===== src/rtl/hex_word_parser_pkg.sv =====
// Shared types and constants for the hex word parser: FSM states,
// delimiter characters, error codes and a delimiter classifier.
package hex_word_parser_pkg;

    typedef enum logic [1:0] {
        ST_IDLE  = 2'd0,
        ST_ACCUM = 2'd1,
        ST_DONE  = 2'd2,
        ST_ERR   = 2'd3
    } state_t;

    localparam logic [7:0] DLM_SP    = 8'h20;
    localparam logic [7:0] DLM_COMMA = 8'h2C;
    localparam logic [7:0] DLM_CR    = 8'h0D;
    localparam logic [7:0] DLM_LF    = 8'h0A;

    localparam logic [1:0] ERR_NONE     = 2'd0;
    localparam logic [1:0] ERR_INVALID  = 2'd1;
    localparam logic [1:0] ERR_OVERFLOW = 2'd2;

    // True when the character terminates a token.
    function automatic logic is_delimiter(input logic [7:0] c);
        return (c == DLM_SP) || (c == DLM_COMMA) || (c == DLM_CR) || (c == DLM_LF);
    endfunction

endpackage


===== src/rtl/hex_word_parser_if.sv =====
// Character-in / word-out bus of the hex word parser.
// Handshake rule for both channels: a transfer happens on a rising clock
// edge where valid and ready are both high; the source holds data stable
// while valid is high and ready is low, and ready never depends
// combinationally on valid.
interface hex_word_parser_if #(
    parameter int WIDTH = 32
);
    localparam int NMAX  = WIDTH / 4;
    localparam int NIB_W = $clog2(NMAX + 1);

    logic [7:0]       rx_data;
    logic             rx_valid;
    logic             rx_ready;
    logic [WIDTH-1:0] word;
    logic             word_valid;
    logic             word_ready;
    logic [NIB_W-1:0] nib_cnt;
    logic             err_flg;
    logic [1:0]       err_code;

    // Character source / word consumer side.
    modport master (
        output rx_data, rx_valid, word_ready,
        input  rx_ready, word, word_valid, nib_cnt, err_flg, err_code
    );

    // Parser side.
    modport slave (
        input  rx_data, rx_valid, word_ready,
        output rx_ready, word, word_valid, nib_cnt, err_flg, err_code
    );
endinterface


===== src/rtl/hex_word_parser_dc_ascii_hex.sv =====
// ASCII to hex nibble decoder: flags 0-9, A-F, a-f and returns the value.
module DC_ASCII_HEX (
    input  logic [7:0] i_ascii,
    output logic [3:0] o_hex,
    output logic       o_hex_flg
);

    // Range-classify the character and derive the nibble value.
    always_comb begin
        o_hex     = 4'd0;
        o_hex_flg = 1'b0;
        if (i_ascii >= 8'h30 && i_ascii <= 8'h39) begin
            o_hex     = i_ascii[3:0];
            o_hex_flg = 1'b1;
        end else if ((i_ascii >= 8'h41 && i_ascii <= 8'h46) ||
                     (i_ascii >= 8'h61 && i_ascii <= 8'h66)) begin
            // 'A'/'a' have low nibble 1, so adding 9 yields 10..15.
            o_hex     = i_ascii[3:0] + 4'd9;
            o_hex_flg = 1'b1;
        end
    end

endmodule


===== src/rtl/hex_word_parser.sv =====
// Hex word parser: assembles hex digits from an ASCII stream into a word,
// emits it on a delimiter, and flags invalid characters or overflow.
module hex_word_parser
    import hex_word_parser_pkg::*;
#(
    parameter int WIDTH = 32
) (
    input  logic             i_clk,
    input  logic             i_rst,
    hex_word_parser_if.slave bus,
    output state_t           o_state
);

    localparam int NMAX  = WIDTH / 4;
    localparam int NIB_W = $clog2(NMAX + 1);

    state_t           r_state;
    state_t           w_state_nxt;
    logic [WIDTH-1:0] r_word;
    logic [NIB_W-1:0] r_nib_cnt;
    logic             r_err_flg;
    logic [1:0]       r_err_code;

    logic [3:0]       w_hex;
    logic             w_hex_flg;
    logic             w_is_dlm;
    logic             w_accept;
    logic             w_load_first;
    logic             w_shift;
    logic             w_clear;
    logic             w_err_set;
    logic [1:0]       w_err_code_nxt;
    logic [WIDTH-1:0] w_digit_ext;

    DC_ASCII_HEX u_dec (
        .i_ascii   (bus.rx_data),
        .o_hex     (w_hex),
        .o_hex_flg (w_hex_flg)
    );

    assign w_is_dlm = is_delimiter(bus.rx_data);

    // Ready/valid come from the registered state only.
    assign bus.rx_ready   = (r_state != ST_DONE);
    assign bus.word_valid = (r_state == ST_DONE);
    assign w_accept       = bus.rx_valid && bus.rx_ready;

    assign bus.word     = r_word;
    assign bus.nib_cnt  = r_nib_cnt;
    assign bus.err_flg  = r_err_flg;
    assign bus.err_code = r_err_code;
    assign o_state      = r_state;

    // Zero-extend the decoded nibble to word width (also valid for WIDTH=4).
    always_comb begin
        w_digit_ext      = '0;
        w_digit_ext[3:0] = w_hex;
    end

    // State register.
    always_ff @(posedge i_clk or posedge i_rst) begin
        if (i_rst) begin
            r_state <= ST_IDLE;
        end else begin
            r_state <= w_state_nxt;
        end
    end

    // Next-state decode and datapath strobes.
    always_comb begin
        w_state_nxt    = r_state;
        w_load_first   = 1'b0;
        w_shift        = 1'b0;
        w_clear        = 1'b0;
        w_err_set      = 1'b0;
        w_err_code_nxt = ERR_NONE;
        case (r_state)
            ST_IDLE: begin
                if (w_accept) begin
                    if (w_hex_flg) begin
                        w_load_first = 1'b1;
                        w_state_nxt  = ST_ACCUM;
                    end else if (!w_is_dlm) begin
                        w_err_set      = 1'b1;
                        w_err_code_nxt = ERR_INVALID;
                        w_state_nxt    = ST_ERR;
                    end
                end
            end
            ST_ACCUM: begin
                if (w_accept) begin
                    if (w_hex_flg) begin
                        if (r_nib_cnt == NIB_W'(NMAX)) begin
                            w_err_set      = 1'b1;
                            w_err_code_nxt = ERR_OVERFLOW;
                            w_state_nxt    = ST_ERR;
                        end else begin
                            w_shift = 1'b1;
                        end
                    end else if (w_is_dlm) begin
                        w_state_nxt = ST_DONE;
                    end else begin
                        w_err_set      = 1'b1;
                        w_err_code_nxt = ERR_INVALID;
                        w_state_nxt    = ST_ERR;
                    end
                end
            end
            ST_DONE: begin
                if (bus.word_ready) begin
                    w_clear     = 1'b1;
                    w_state_nxt = ST_IDLE;
                end
            end
            ST_ERR: begin
                // Discard everything until a delimiter resynchronises.
                if (w_accept && w_is_dlm) begin
                    w_state_nxt = ST_IDLE;
                end
            end
            default: begin
                w_state_nxt = ST_IDLE;
            end
        endcase
    end

    // Word, digit count and error reporting registers.
    always_ff @(posedge i_clk or posedge i_rst) begin
        if (i_rst) begin
            r_word     <= '0;
            r_nib_cnt  <= '0;
            r_err_flg  <= 1'b0;
            r_err_code <= ERR_NONE;
        end else begin
            r_err_flg <= 1'b0;
            if (w_err_set) begin
                r_word     <= '0;
                r_nib_cnt  <= '0;
                r_err_flg  <= 1'b1;
                r_err_code <= w_err_code_nxt;
            end else if (w_load_first) begin
                r_word    <= w_digit_ext;
                r_nib_cnt <= NIB_W'(1);
            end else if (w_shift) begin
                r_word    <= (r_word << 4) | w_digit_ext;
                r_nib_cnt <= r_nib_cnt + NIB_W'(1);
            end else if (w_clear) begin
                r_word    <= '0;
                r_nib_cnt <= '0;
            end
        end
    end

endmodule


===== src/flat_wrapper.sv =====
// flat-port wrapper written by rule: the top's interface ports become plain ports
module hex_word_parser_flat import hex_word_parser_pkg::*;
#(
    parameter int WIDTH = 32
)
  (i_clk, i_rst, o_state, bus_rx_data, bus_rx_valid, bus_word_ready, bus_rx_ready, bus_word, bus_word_valid, bus_nib_cnt, bus_err_flg, bus_err_code);
  hex_word_parser_if #(.WIDTH(WIDTH)) bus_i ();
  input  logic i_clk;
  input  logic i_rst;
  output state_t o_state;
  input wire logic [$bits(bus_i.rx_data)-1:0] bus_rx_data;
  input wire logic [$bits(bus_i.rx_valid)-1:0] bus_rx_valid;
  input wire logic [$bits(bus_i.word_ready)-1:0] bus_word_ready;
  output wire logic [$bits(bus_i.rx_ready)-1:0] bus_rx_ready;
  output wire logic [$bits(bus_i.word)-1:0] bus_word;
  output wire logic [$bits(bus_i.word_valid)-1:0] bus_word_valid;
  output wire logic [$bits(bus_i.nib_cnt)-1:0] bus_nib_cnt;
  output wire logic [$bits(bus_i.err_flg)-1:0] bus_err_flg;
  output wire logic [$bits(bus_i.err_code)-1:0] bus_err_code;
  assign bus_i.rx_data = bus_rx_data;
  assign bus_i.rx_valid = bus_rx_valid;
  assign bus_i.word_ready = bus_word_ready;
  assign bus_rx_ready = bus_i.rx_ready;
  assign bus_word = bus_i.word;
  assign bus_word_valid = bus_i.word_valid;
  assign bus_nib_cnt = bus_i.nib_cnt;
  assign bus_err_flg = bus_i.err_flg;
  assign bus_err_code = bus_i.err_code;
  hex_word_parser #(.WIDTH(WIDTH)) u_core (.i_clk(i_clk), .i_rst(i_rst), .bus(bus_i), .o_state(o_state));
endmodule

===== config.mk =====
export PLATFORM = sky130hd
export DESIGN_NAME = hex_word_parser_flat
export DESIGN_NICKNAME = d
export VERILOG_FILES = /design/src/rtl/hex_word_parser_pkg.sv /design/src/rtl/hex_word_parser_if.sv /design/src/rtl/hex_word_parser_dc_ascii_hex.sv /design/src/rtl/hex_word_parser.sv /design/src/flat_wrapper.sv
export SDC_FILE = /design/constraint.sdc
export NUM_CORES = 1
export LEC_CHECK = 0
export CORE_MARGIN = 5
export CORE_UTILIZATION = 47
export CTS_BUF_LIST = sky130_fd_sc_hd__clkbuf_4 sky130_fd_sc_hd__clkbuf_8 sky130_fd_sc_hd__clkbuf_16
export CTS_CLUSTER_SIZE = 12
export DETAILED_ROUTE_END_ITERATION = 6
export PLACE_DENSITY = 0.87
export SYNTH_ARGS = -nofsm -noshare
export SYNTH_HDL_FRONTEND = slang
export SYNTH_SLANG_ARGS = --single-unit
export TNS_END_PERCENT = 10

===== constraint.sdc =====
create_clock -name i_clk -period 2.3 [get_ports i_clk]
set_clock_uncertainty 0.15 [all_clocks]
set_input_delay 0.575 -clock i_clk [delete_from_list [all_inputs] [get_ports i_clk]]
set_output_delay 0.575 -clock i_clk [all_outputs]
set_load 0.01 [all_outputs]

==> flow_summary.json <==
{
  "num_rows": 22,
  "hold_path_class": "reg -> reg",
  "area_growth_syn_to_layout_pct": 51.7,
  "clock_insertion_delay_worst_skew_ns": 0.30,
  "antenna_violating_nets_post_route": 0,
  "crit_path_max_fanout": 4,
  "critPathCaptureType": "flip-flop",
  "total_via_count_in_the_routed_design": 1597,
  "utilization_pct": 75.3,
  "power.net_switching_uw": 477,
  "setup_violations": 0,
  "post_synth.cell_area_avg_um2": 12.5,
  "globalRouteTotalUtil_pct": 20.8,
  "cts_buf_count": 5,
  "dominantRegCellSynth": "sky130_fd_sc_hd__dfrtp_1",
  "die-area_um2": 5310,
  "worst_hold_startpoint": "u_core.bus.err_code[1]$_DFFE_PP0N_",
  "synth_sequential_area_ratio_pct": 55.2,
  "number_of_antenna_violations_at_the_first_check_in_global_routing": 0,
  "holdPathStages": 1,
  "final.setup.tns_ns": 0,
  "core_um2": 3740,
  "timing.final.ws_setup_ns": 0.0478,
  "synth.net_count": 168,
  "setup.reg_to_reg.worst_slack_ns": 0.43,
  "via_count_of_the_first_global_routing_pass": 1652,
  "post_dr_vias_cell": 5.77,
  "final_layout_size_suffix_gt1_share_pct": 20.5,
  "max-clock-path-buffers": 2,
  "criticalPathCategory": "in -> reg",
  "nFillCells": 228,
  "dieHeight_um": 72.9,
  "design.portCount": 55,
  "endpoint_of_the_most_critical_register_to_register_path": "u_core.bus.word[24]$_DFFE_PP0P_",
  "clock_sink_count": 41,
  "design_area_um2": 2820,
  "synth_cell_type_count": 39,
  "worst_ep_arrival_time_ns": 2.28,
  "firstDrtPassIters": 4,
  "setup.worst_path.start_class": "input port",
  "switching_portion_of_total_power_pct": 26.6,
  "diode_count": 0,
  "nets": 247,
  "routability_driven_placement_congestion_ratio": 0.863,
  "routed_wirelength_um": 5230,
  "pwr_cell_area_nw_per_um2": 637,
  "initial_core_util_pct": 49.6,
  "placed_cells_incl_taps": 266,
  "first_iter_violations": 159,
  "power.internal_uw": 1320,
  "numPortBuffers": 54,
  "crit-reg2reg-launch": "u_core.bus.nib_cnt[0]$_DFFE_PP0P_",
  "pin_count_of_the_biggest_net_entering_global_routing": 42,
  "drv.max_cap_violation_count": 0,
  "finalNonFillerCells": 277,
  "post_cts_hold_buffer_count": 0,
  "finalCritPeriodShare_pct": 97.9,
  "maxSlewHeadroom_pct": 67.4,
  "grt_first_pass_wirelength_um": 8490,
  "fmax_mhz": 444,
  "post_synth_instance_area_um2": 1860,
  "worst-endpoint-required_ns": 2.33,
  "netlist_instances": 149,
  "proportion_of_register_bits_with_asynchronous_set_or_reset_after_synthesis_pct": 100,
  "remaining_global_route_overflow": 0,
  "outcome": "finished, final reports clean",
  "clkSlewWorstSetupHoldPaths_ns": 0.07,
  "clock_tree.root_cell": "sky130_fd_sc_hd__clkbuf_8",
  "worstRegToRegCells": 7,
  "h-tree-depth": 2,
  "synth.ff_latch_count": 41,
  "detailed_place.area_um2": 2610,
  "tritoncts": "yes",
  "p_leak_uw": 0.00128,
  "dp_hpwl_um": 3520,
  "comb_power_share_pct": 22.4,
  "routed_wire_length_per_instance_um": 18.9,
  "floorplan.die.width_um": 72.9,
  "peakVddDrop_mv": 0.374,
  "report.final.hold_viol_count": 0,
  "min_clock_period_post_route_ns": 2.25,
  "synth-edff-count": 0,
  "yosysWarnings": 0,
  "worst-slew-pin-transition_ns": 0.489,
  "place_ws_ns": -0.481,
  "seq_power_share_pct": 44.0,
  "drcViolationCount": 0,
  "count_of_pins_over_their_slew_limit": 0,
  "power.share.clock_pct": 33.6,
  "hold-path-endpoint": "u_core.bus.err_code[1]$_DFFE_PP0N_"
}
## stage by stage
stage | hold slack [ns] | total power, uW
global route | 0.371 | 1870
detailed placement | 0.336 | 1180
finish | 0.350 | 1790
global placement | 0.329 | 1160
CTS | 0.353 | 1790
floorplan | 0.381 | 968
## per-layer routing
layer | up-vias | global-route usage (%) | part of all wire, %
met5 | - | 0 | 0
met4 | 0 | 6.97 | 1.7
met3 | 7 | 4.55 | 4.9
met2 | 56 | 34.1 | 53
met1 | 813 | 27.5 | 40
li1 | 721 | - | -
## power by group through the flow
stage	registers [uW]	logic, uW	clock network [uW]
after floorplan	802	166	0
after global placement	796	363	0
after detailed placement	799	378	0
after CTS	786	387	613
after global routing	797	437	641
final	790	401	604
## cell usage in the layout, fill, tap and decap left out, types with 3 or more instances in the layout
cell | Yosys | layout
sky130_fd_sc_hd__a21oi_1 | 6 | 5
sky130_fd_sc_hd__a22o_1 | 29 | 29
sky130_fd_sc_hd__buf_12 | 0 | 3
sky130_fd_sc_hd__buf_4 | 3 | 21
sky130_fd_sc_hd__clkbuf_8 | 0 | 6
sky130_fd_sc_hd__clkdlybuf4s50_1 | 0 | 50
sky130_fd_sc_hd__dfrtp_1 | 41 | 40
sky130_fd_sc_hd__dlygate4sd2_1 | 0 | 3
sky130_fd_sc_hd__ha_1 | 7 | 5
sky130_fd_sc_hd__inv_1 | 9 | 7
sky130_fd_sc_hd__nand2_1 | 3 | 3
sky130_fd_sc_hd__nand3_1 | 4 | 3
sky130_fd_sc_hd__nor2b_1 | 5 | 4
sky130_fd_sc_hd__o21ai_0 | 3 | 3
sky130_fd_sc_hd__o2bb2ai_1 | 4 | 4
## final cells by class
class / instances / area, um2 / area share (%)
clock inverter: 1 / 30.0 / 1.07
clock buffer: 7 / 90.1 / 3.20
sequential: 41 / 1030 / 36.4
tap: 48 / 60.1 / 2.13
multi-input combinational: 93 / 821 / 29.1
timing repair buffer: 78 / 757 / 26.9
inverter: 9 / 33.8 / 1.20
## cells in the mapped netlist (2+ instances only)
cell type | instances | area share [%]
sky130_fd_sc_hd__nand2_1 | 3 | 0.61
sky130_fd_sc_hd__a22o_1 | 29 | 14
sky130_fd_sc_hd__buf_4 | 3 | 1.2
sky130_fd_sc_hd__buf_2 | 2 | 0.54
sky130_fd_sc_hd__a21oi_1 | 6 | 1.6
sky130_fd_sc_hd__o21ai_0 | 3 | 0.81
sky130_fd_sc_hd__nand3_1 | 4 | 1.1
sky130_fd_sc_hd__o2bb2ai_1 | 4 | 1.9
sky130_fd_sc_hd__nor2b_1 | 5 | 1.7
sky130_fd_sc_hd__dfrtp_1 | 41 | 55
sky130_fd_sc_hd__o311a_1 | 2 | 1.1
sky130_fd_sc_hd__nand2b_1 | 2 | 0.67
sky130_fd_sc_hd__a22oi_1 | 2 | 0.81
sky130_fd_sc_hd__inv_1 | 9 | 1.8
sky130_fd_sc_hd__ha_1 | 7 | 4.7
sky130_fd_sc_hd__nor2_1 | 2 | 0.40
sky130_fd_sc_hd__and3b_1 | 2 | 0.94
sky130_fd_sc_hd__o21ai_1 | 2 | 0.54
## registers in the layout, indices dropped and copies added (netlist names)
register,cells
u_core.bus.err_code,2
u_core.bus.err_flg,1
u_core.bus.nib_cnt,4
u_core.bus.word,32
u_core.o_state,2
## how the worst max path moves through the flow
stage | slack [ns] | cells past startpoint | startpoint | end
floorplan | 0.11 | 7 | bus_rx_data[0] | u_core.bus.nib_cnt[2]$_DFFE_PP0P_
finish | 0.05 | 9 | bus_rx_data[0] | u_core.bus.nib_cnt[2]$_DFFE_PP0P_
detailed placement | -0.48 | 8 | bus_rx_data[0] | u_core.bus.nib_cnt[2]$_DFFE_PP0P_
global route | -0.09 | 10 | bus_rx_data[0] | u_core.bus.word[11]$_DFFE_PP0P_
global placement | -0.36 | 8 | bus_rx_data[0] | u_core.bus.nib_cnt[2]$_DFFE_PP0P_
CTS | 0.02 | 7 | bus_rx_data[3] | u_core.bus.word[2]$_DFFE_PP0P_
## worst max-delay path, stage by stage
cell	delay, ns
sky130_fd_sc_hd__dlygate4sd2_1	0.32
sky130_fd_sc_hd__inv_2	0.09
sky130_fd_sc_hd__buf_4	0.16
sky130_fd_sc_hd__ha_1	0.20
sky130_fd_sc_hd__mux2i_1	0.20
sky130_fd_sc_hd__nor4_2	0.07
sky130_fd_sc_hd__a21oi_2	0.21
sky130_fd_sc_hd__a21oi_4	0.09
sky130_fd_sc_hd__a221o_1	0.37
## logic make-up after synthesis
logic type,count (synthesis),synth area share [%]
AO/OA/AOI/OAI,59,26.2
flip-flops,41,55.2
AND/OR/NAND/NOR,26,9.16
buffers and inverters,15,4.17
adder cells (fa/ha/maj),7,4.71
multiplexers,1,0.539
## what timing repair did
item                       in CTS  in global routing
setup endpoints to repair      42                 39
setup buffers                   2                  1
resized for setup              11                  7
pin swaps                       2                  1
No activity file was read; power rests on OpenSTA's default activity.
